--- src/rtl/gru_lstm_cell_if.sv ---
// Sample/result bundle for the GRU cell: handshake, data, run-time weights and
// biases on the way in; registered hidden state and its valid flag on the way out.
interface gru_lstm_cell_if #(
  parameter int DATA_WIDTH = 8
);

  logic                         in_valid;
  logic signed [DATA_WIDTH-1:0] X;
  logic signed [DATA_WIDTH-1:0] h_in;
  logic signed [DATA_WIDTH-1:0] Wz;
  logic signed [DATA_WIDTH-1:0] Wr;
  logic signed [DATA_WIDTH-1:0] Wh;
  logic signed [DATA_WIDTH-1:0] Uz;
  logic signed [DATA_WIDTH-1:0] Ur;
  logic signed [DATA_WIDTH-1:0] Uh;
  logic signed [DATA_WIDTH-1:0] bz;
  logic signed [DATA_WIDTH-1:0] br;
  logic signed [DATA_WIDTH-1:0] bh;
  logic signed [DATA_WIDTH-1:0] h_out;
  logic                         out_valid;

  modport master (
    output in_valid, X, h_in, Wz, Wr, Wh, Uz, Ur, Uh, bz, br, bh,
    input  h_out, out_valid
  );

  modport slave (
    input  in_valid, X, h_in, Wz, Wr, Wh, Uz, Ur, Uh, bz, br, bh,
    output h_out, out_valid
  );

endinterface

--- src/rtl/gru_lstm_cell.sv ---
// Single-unit GRU cell, signed fixed point, three register stages:
//   stage 1: update/reset pre-activations az, ar; carry Wh*X, Uh, bh, h_in
//   stage 2: gates z, r (hard sigmoid), r*h_in, candidate pre-activation ah
//   stage 3: hard tanh and blend h_in + z*(ht - h_in) into h_out
// All sums are formed at full width and only saturated where noted.
module gru_lstm_cell #(
  parameter int DATA_WIDTH  = 8,
  parameter int FRACT_WIDTH = 5
) (
  input logic            clk,
  input logic            rst,
  gru_lstm_cell_if.slave bus
);

  localparam int DW = DATA_WIDTH;
  localparam int FW = FRACT_WIDTH;
  localparam int PW = 2 * DW;          // full product width
  localparam int SW = PW + 2;          // headroom for sums of products
  localparam int GW = FW + 1;          // gate value 0 .. 1.0 inclusive

  localparam logic signed [SW-1:0] SAT_HI    = SW'((1 << (DW - 1)) - 1);
  localparam logic signed [SW-1:0] SAT_LO    = SW'(-(1 << (DW - 1)));
  localparam logic signed [DW:0]   GATE_HALF = (DW + 1)'(1 << (FW - 1));
  localparam logic signed [DW:0]   GATE_ONE  = (DW + 1)'(1 << FW);
  localparam logic signed [DW-1:0] TANH_HI   = DW'(1 << FW);
  localparam logic signed [DW-1:0] TANH_LO   = DW'(-(1 << FW));

  // Clamp a wide signed value into the data range.
  function automatic logic signed [DW-1:0] sat(input logic signed [SW-1:0] v);
    if (v > SAT_HI) begin
      sat = SAT_HI[DW-1:0];
    end else if (v < SAT_LO) begin
      sat = SAT_LO[DW-1:0];
    end else begin
      sat = v[DW-1:0];
    end
  endfunction

  // Piecewise-linear sigmoid: slope 1/4 around 0.5, clamped to [0, 1.0].
  function automatic logic [GW-1:0] hsig(input logic signed [DW-1:0] a);
    logic signed [DW:0] t;
    t = (DW + 1)'(a >>> 2) + GATE_HALF;
    if (t < 0) begin
      hsig = '0;
    end else if (t > GATE_ONE) begin
      hsig = GATE_ONE[GW-1:0];
    end else begin
      hsig = t[GW-1:0];
    end
  endfunction

  // ---------------------------------------------------------------- stage 1
  logic signed [PW-1:0] wzx, uzh, wrx, urh, whx;
  logic signed [SW-1:0] pre_z, pre_r;
  logic signed [DW-1:0] az_d, ar_d;

  assign wzx   = PW'(bus.Wz) * PW'(bus.X);
  assign uzh   = PW'(bus.Uz) * PW'(bus.h_in);
  assign wrx   = PW'(bus.Wr) * PW'(bus.X);
  assign urh   = PW'(bus.Ur) * PW'(bus.h_in);
  assign whx   = PW'(bus.Wh) * PW'(bus.X);
  assign pre_z = ((SW'(wzx) + SW'(uzh)) >>> FW) + SW'(bus.bz);
  assign pre_r = ((SW'(wrx) + SW'(urh)) >>> FW) + SW'(bus.br);
  assign az_d  = sat(pre_z);
  assign ar_d  = sat(pre_r);

  logic signed [DW-1:0] az_q, ar_q, uh_q, bh_q, h1_q;
  logic signed [PW-1:0] whx_q;
  logic                 v1_q;

  // Stage-1 register: gate pre-activations plus everything the candidate needs.
  always_ff @(posedge clk) begin
    if (rst) begin
      az_q  <= '0;
      ar_q  <= '0;
      whx_q <= '0;
      uh_q  <= '0;
      bh_q  <= '0;
      h1_q  <= '0;
      v1_q  <= 1'b0;
    end else begin
      az_q  <= az_d;
      ar_q  <= ar_d;
      whx_q <= whx;
      uh_q  <= bus.Uh;
      bh_q  <= bus.bh;
      h1_q  <= bus.h_in;
      v1_q  <= bus.in_valid;
    end
  end

  // ---------------------------------------------------------------- stage 2
  logic [GW-1:0]        z_d, r_d;
  logic signed [PW-1:0] rh_prod, uhrh;
  logic signed [DW-1:0] rh, ah_d;
  logic signed [SW-1:0] pre_h;

  assign z_d     = hsig(az_q);
  assign r_d     = hsig(ar_q);
  assign rh_prod = PW'($signed({1'b0, r_d})) * PW'(h1_q);
  assign rh      = sat(SW'(rh_prod) >>> FW);
  assign uhrh    = PW'(uh_q) * PW'(rh);
  assign pre_h   = ((SW'(whx_q) + SW'(uhrh)) >>> FW) + SW'(bh_q);
  assign ah_d    = sat(pre_h);

  logic [GW-1:0]        z_q;
  logic signed [DW-1:0] ah_q, h2_q;
  logic                 v2_q;

  // Stage-2 register: update gate, candidate pre-activation, previous state.
  always_ff @(posedge clk) begin
    if (rst) begin
      z_q  <= '0;
      ah_q <= '0;
      h2_q <= '0;
      v2_q <= 1'b0;
    end else begin
      z_q  <= z_d;
      ah_q <= ah_d;
      h2_q <= h1_q;
      v2_q <= v1_q;
    end
  end

  // ---------------------------------------------------------------- stage 3
  logic signed [DW-1:0] ht, h_out_d;
  logic signed [DW:0]   diff;
  logic signed [SW-1:0] mix, upd_h;

  assign ht      = (ah_q > TANH_HI) ? TANH_HI : ((ah_q < TANH_LO) ? TANH_LO : ah_q);
  // ht - h_in spans one bit more than the data width.
  assign diff    = (DW + 1)'(ht) - (DW + 1)'(h2_q);
  assign mix     = SW'($signed({1'b0, z_q})) * SW'(diff);
  assign upd_h   = SW'(h2_q) + (mix >>> FW);
  assign h_out_d = sat(upd_h);

  // Output register: h_out only moves for valid samples, valid flag every cycle.
  always_ff @(posedge clk) begin
    if (rst) begin
      bus.h_out     <= '0;
      bus.out_valid <= 1'b0;
    end else begin
      bus.out_valid <= v2_q;
      if (v2_q) begin
        bus.h_out <= h_out_d;
      end
    end
  end

endmodule

--- src/flat_wrapper.sv ---
// flat-port wrapper written by rule: the top's interface ports become plain ports
module gru_lstm_cell_flat 
#(
  parameter int DATA_WIDTH  = 8,
  parameter int FRACT_WIDTH = 5
)
  (clk, rst, bus_in_valid, bus_X, bus_h_in, bus_Wz, bus_Wr, bus_Wh, bus_Uz, bus_Ur, bus_Uh, bus_bz, bus_br, bus_bh, bus_h_out, bus_out_valid);
  gru_lstm_cell_if #(.DATA_WIDTH(DATA_WIDTH)) bus_i ();
  input logic clk;
  input logic rst;
  input wire logic [$bits(bus_i.in_valid)-1:0] bus_in_valid;
  input wire logic [$bits(bus_i.X)-1:0] bus_X;
  input wire logic [$bits(bus_i.h_in)-1:0] bus_h_in;
  input wire logic [$bits(bus_i.Wz)-1:0] bus_Wz;
  input wire logic [$bits(bus_i.Wr)-1:0] bus_Wr;
  input wire logic [$bits(bus_i.Wh)-1:0] bus_Wh;
  input wire logic [$bits(bus_i.Uz)-1:0] bus_Uz;
  input wire logic [$bits(bus_i.Ur)-1:0] bus_Ur;
  input wire logic [$bits(bus_i.Uh)-1:0] bus_Uh;
  input wire logic [$bits(bus_i.bz)-1:0] bus_bz;
  input wire logic [$bits(bus_i.br)-1:0] bus_br;
  input wire logic [$bits(bus_i.bh)-1:0] bus_bh;
  output wire logic [$bits(bus_i.h_out)-1:0] bus_h_out;
  output wire logic [$bits(bus_i.out_valid)-1:0] bus_out_valid;
  assign bus_i.in_valid = bus_in_valid;
  assign bus_i.X = bus_X;
  assign bus_i.h_in = bus_h_in;
  assign bus_i.Wz = bus_Wz;
  assign bus_i.Wr = bus_Wr;
  assign bus_i.Wh = bus_Wh;
  assign bus_i.Uz = bus_Uz;
  assign bus_i.Ur = bus_Ur;
  assign bus_i.Uh = bus_Uh;
  assign bus_i.bz = bus_bz;
  assign bus_i.br = bus_br;
  assign bus_i.bh = bus_bh;
  assign bus_h_out = bus_i.h_out;
  assign bus_out_valid = bus_i.out_valid;
  gru_lstm_cell #(.DATA_WIDTH(DATA_WIDTH), .FRACT_WIDTH(FRACT_WIDTH)) u_core (.clk(clk), .rst(rst), .bus(bus_i));
endmodule
--- config.mk ---
export PLATFORM = sky130hd
export DESIGN_NAME = gru_lstm_cell_flat
export DESIGN_NICKNAME = d
export VERILOG_FILES = /design/src/rtl/gru_lstm_cell_if.sv /design/src/rtl/gru_lstm_cell.sv /design/src/flat_wrapper.sv
export SDC_FILE = /design/constraint.sdc
export NUM_CORES = 2
export LEC_CHECK = 0
export CORE_ASPECT_RATIO = 0.75
export CORE_MARGIN = 4
export CORE_UTILIZATION = 31
export CTS_BUF_LIST = sky130_fd_sc_hd__clkbuf_8
export DETAILED_ROUTE_END_ITERATION = 10
export SYNTH_ARGS = -nofsm -noshare
export SYNTH_HDL_FRONTEND = slang
export SYNTH_SLANG_ARGS = --single-unit
export TNS_END_PERCENT = 30
--- constraint.sdc ---
create_clock -name clk -period 17.4 [get_ports clk]
set_input_delay 5.22 -clock clk [delete_from_list [all_inputs] [get_ports clk]]
set_output_delay 5.22 -clock clk [all_outputs]
set_load 0.01 [all_outputs]
==> implementation parameters <==
Parameter                              Value

Outcome
  Outcome    complete, no violations

Timing
  Max Transition Viols Final    0
  Final critical delay including setup and external delays    13.35 ns
  Setup TNS    0 ns
  PnR worst setup slack    between 4 and 5 ns
  Post-route fraction of the period consumed by the critical path    76.7%
  Headroom to the max-slew limit    a little under a quarter
  Slew at the pin closest to its max-slew limit    about 1.1 ns
  Final hold vios    0
  Clock Skews    roughly 0.014 ns
  Highest clock rate    ~75 MHz
  # setup viols final    0
  Setup repair after global routing missed its margin    false

Routing
  Final wirelength    between 50000 and 60000 µm
  WL per Instance    around 15 µm
  Remaining DRCs    0
  M1 wire length    27600 µm
  Number of vias in the routed layout    16900
  Highest Signal Layer    met5
  Number of vias per cell    ~4.5
  Detailed-routing iteration count for the pre-antenna-repair pass    5
  Antenna Violating Nets Remaining    0
  DR WL met2    between 20000 and 25000 µm
  1st-iter DRT viols    between 600 and 700
  Total length of routed met3 wires    between 2000 and 2500 µm

Critical path
  Worst endpoint required time    17.68 ns
  Top fanout value on the critical path    19
  Highest cell delay on the worst timing path    0.73 ns
  Most used cell, CP    sky130_fd_sc_hd__fa_1
  Critical Path AT    around 14 ns
  Critical Path End Type    register
  Crit path buf inv count    4
  CP delay by family, top    adder cells
  Crit-path slowest cell    sky130_fd_sc_hd__clkdlybuf4s50_1
  Number of cells traversed by the worst register-to-register path    43
  CP Depth    25
  Type of the worst setup path    in2reg
  Kind of launch point of the worst setup path    input pin

Global route
  Total global routing track utilization    approximately 14%
  Antenna violations before repair    2
  Via count of the first global-routing pass    between 15000 and 20000
  Wire length of the first global-routing pass    between 90000 and 100000 µm
  Overflow after GRT    0
  Largest net degree at the start of global routing    75

Placement
  Port Buffer Count    slightly below 100
  Post-Place Setup Slack    3.61 ns
  Area of placed instances    approximately 27000 µm²
  Final weighted congestion in routability-driven placement    about 0.83
  Post-DP HPWL    around 47000 µm

Yosys
  EDFF count, synth    0
  Synth warnings    0
  Cell count after synthesis    between 2000 and 3000
  Fraction of registers with async set or reset after synthesis    0%
  Top post-synthesis cells by area    sky130_fd_sc_hd__fa_1 (40%), sky130_fd_sc_hd__ha_1 (14%), sky130_fd_sc_hd__inv_1 (9.3%)
  Sequential cell area fraction in the yosys report    6.96%
  Total of flip-flops plus latches after synthesis    85
  Post-synth design cell area    between 20000 and 25000 µm²
  Share of Yosys cell area claimed by the top area cell type    about 40%
  Average footprint of a synthesized cell    just over 9 µm²
  Top cell type by total area after synthesis    sky130_fd_sc_hd__fa_1
  Dominant register cell in the synthesized netlist    sky130_fd_sc_hd__dfxtp_1
  Cell variety after synth    77
  Post-Syn Nets    ~3500

Clock network
  Inserted Clock Buffers    9
  Post-CTS Setup Bufs    0
  Maximum buffer depth of the clock tree    2
  Clock Latency Late Sink    around 0.44 ns
  H-tree lvl count    3
  TritonCTS sink count    between 80 and 90
  Clock Tree Root    sky130_fd_sc_hd__clkbuf_8
  Resized Gates After CTS    0
  Clock transition time at the flip-flop clock pins of the worst setup and hold paths    approximately 0.090 ns
  CTS tree    built
  Count of hold-fix buffers inserted at cts    0

Layout
  Count of fill cells added during filler insertion    slightly above 8000
  Share of final-layout standard cells stronger than drive strength 1    between 1.5 and 2%
  Area added between synthesis and finish    9.78%
  Share of the core filled with cells    between 30% and 40%
  Register Area    1700 µm²
  Final design instance area without fill    ~27000 µm²
  Multi-input gate area    roughly 20000 µm²
  Final layout net count    ~3600

Worst hold path
  Hold depth    1
  Path category of the worst min-delay check    reg2reg

Run
  Reported max-cap violation count    0

Floorplanning
  Core Box Area    slightly below 80000 µm²
  Number of rows in the core area    roughly 90
  I/O Pins    100
  Initial cell density of the core    31.5%
  Total die area    83500 µm²
  Die H    roughly 250 µm
  Die W    roughly 330 µm
metrics by stage:
| stage | cells | hold WS (ns) |
|---|---|---|
| 6_report | 3763 | 0.447 |
| 4_1_cts | 3762 | 0.456 |
| 3_5_place_dp | 3746 | 0.433 |
| 2_1_floorplan | 2647 | 0.414 |
| 3_3_place_gp | 3746 | 0.428 |
| 5_1_grt | 3762 | 0.482 |
worst paths after layout:
kind,from,end,slack (ns)
max,bus_X[7],u_core.ar_q[4],4.05
min reg2reg,u_core.v1_q,u_core.v2_q,0.45
min,u_core.v1_q,u_core.v2_q,0.45
max reg2reg,u_core.ar_q[6],u_core.ah_q[6],4.53
kinds of logic (layout without fill, tap and decap cells):
| logic type | count (synthesis) | in the layout | share of synthesized area, % |
|---|---|---|---|
| adders and majority gates | 773 | 773 | 54.7 |
| and+or+nand+nor | 752 | 752 | 16.5 |
| buffers and inverters | 649 | 729 | 10.0 |
| AOI/OAI and AO/OA | 249 | 249 | 6.76 |
| xor gates and xnor gates | 135 | 135 | 4.89 |
| DFF | 85 | 85 | 6.96 |
| muxes | 4 | 4 | 0.169 |
| other | 0 | 1 | 0 |
layer usage:
layer,up-vias,global-route usage (%)
li1,8264,-
met1,8390,20.1
met2,212,22.2
met3,24,2.27
met4,2,1.92
met5,-,0
cells in the final DEF, fill, tap and decap left out, types with 4 or more instances in the layout:
cell type and n:
sky130_fd_sc_hd__nand2_1 182, sky130_fd_sc_hd__o21ai_0 48, sky130_fd_sc_hd__o41ai_1 4, sky130_fd_sc_hd__a211oi_1 11
sky130_fd_sc_hd__inv_1 605, sky130_fd_sc_hd__xor2_1 31, sky130_fd_sc_hd__and3_1 34, sky130_fd_sc_hd__nor2_1 98
sky130_fd_sc_hd__nand4_1 5, sky130_fd_sc_hd__dfxtp_1 85, sky130_fd_sc_hd__ha_1 280, sky130_fd_sc_hd__xnor2_1 103
sky130_fd_sc_hd__o21bai_1 12, sky130_fd_sc_hd__fa_1 493, sky130_fd_sc_hd__nor2b_1 72, sky130_fd_sc_hd__a21boi_0 7
sky130_fd_sc_hd__clkdlybuf4s50_1 98, sky130_fd_sc_hd__o21a_1 9, sky130_fd_sc_hd__o211ai_1 5, sky130_fd_sc_hd__clkbuf_8 9
sky130_fd_sc_hd__a21oi_1 68, sky130_fd_sc_hd__a311oi_1 4, sky130_fd_sc_hd__nor4_1 4, sky130_fd_sc_hd__or3_1 12
sky130_fd_sc_hd__o21ai_1 8, sky130_fd_sc_hd__o31ai_1 9, sky130_fd_sc_hd__a21o_1 24, sky130_fd_sc_hd__buf_4 8
sky130_fd_sc_hd__nor3_1 24, sky130_fd_sc_hd__and2_1 239, sky130_fd_sc_hd__nand3_1 17, sky130_fd_sc_hd__a31oi_1 8
sky130_fd_sc_hd__nand2b_1 38
sequential cells by signal, summed over array words and instances (netlist names):
signal and flops:
u_core.whx_q 16, u_core.ah_q 8, u_core.bh_q 8, u_core.bus.h_out 8, u_core.h1_q 8, u_core.h2_q 8, u_core.uh_q 8, u_core.ar_q 6
u_core.az_q 6, u_core.z_q 6, u_core.bus.out_valid 1, u_core.v1_q 1, u_core.v2_q 1
cells in the mapped netlist (all sizes together) (38+ instances only):
cell and n:
inv 606, o21ai 56, fa 493, nand2b 38
dfxtp 85, xnor2 103, ha 280, a21oi 71
clkbuf 38, nand2 182, nor2 98, and2 240
nor2b 72
worst reg2reg max path, delay by kind of cell (launching register included):
kind | cells | cell delay (ns)
xor+xnor | 2 | 0.34
simple gates | 3 | 0.90
buf+inv | 7 | 0.66
fa+ha+maj | 12 | 5.69
compound gates | 19 | 4.78
flops | 1 | 0.37
area by class of cell:
type,instances,share of cell area (%)
Sequential cell,85,6.34
Antenna cell,1,0.00932
Tap cell,1035,4.82
Clock inverter,7,0.396
Clock buffer,9,0.461
Timing Repair Buffer,106,3.88
Inverter,607,8.50
Multi-Input combinational cell,1913,75.6
Power is left out: the tool's default activity adds up to more than one toggle a clock period on the data nets, which glitch-free logic cannot reach.
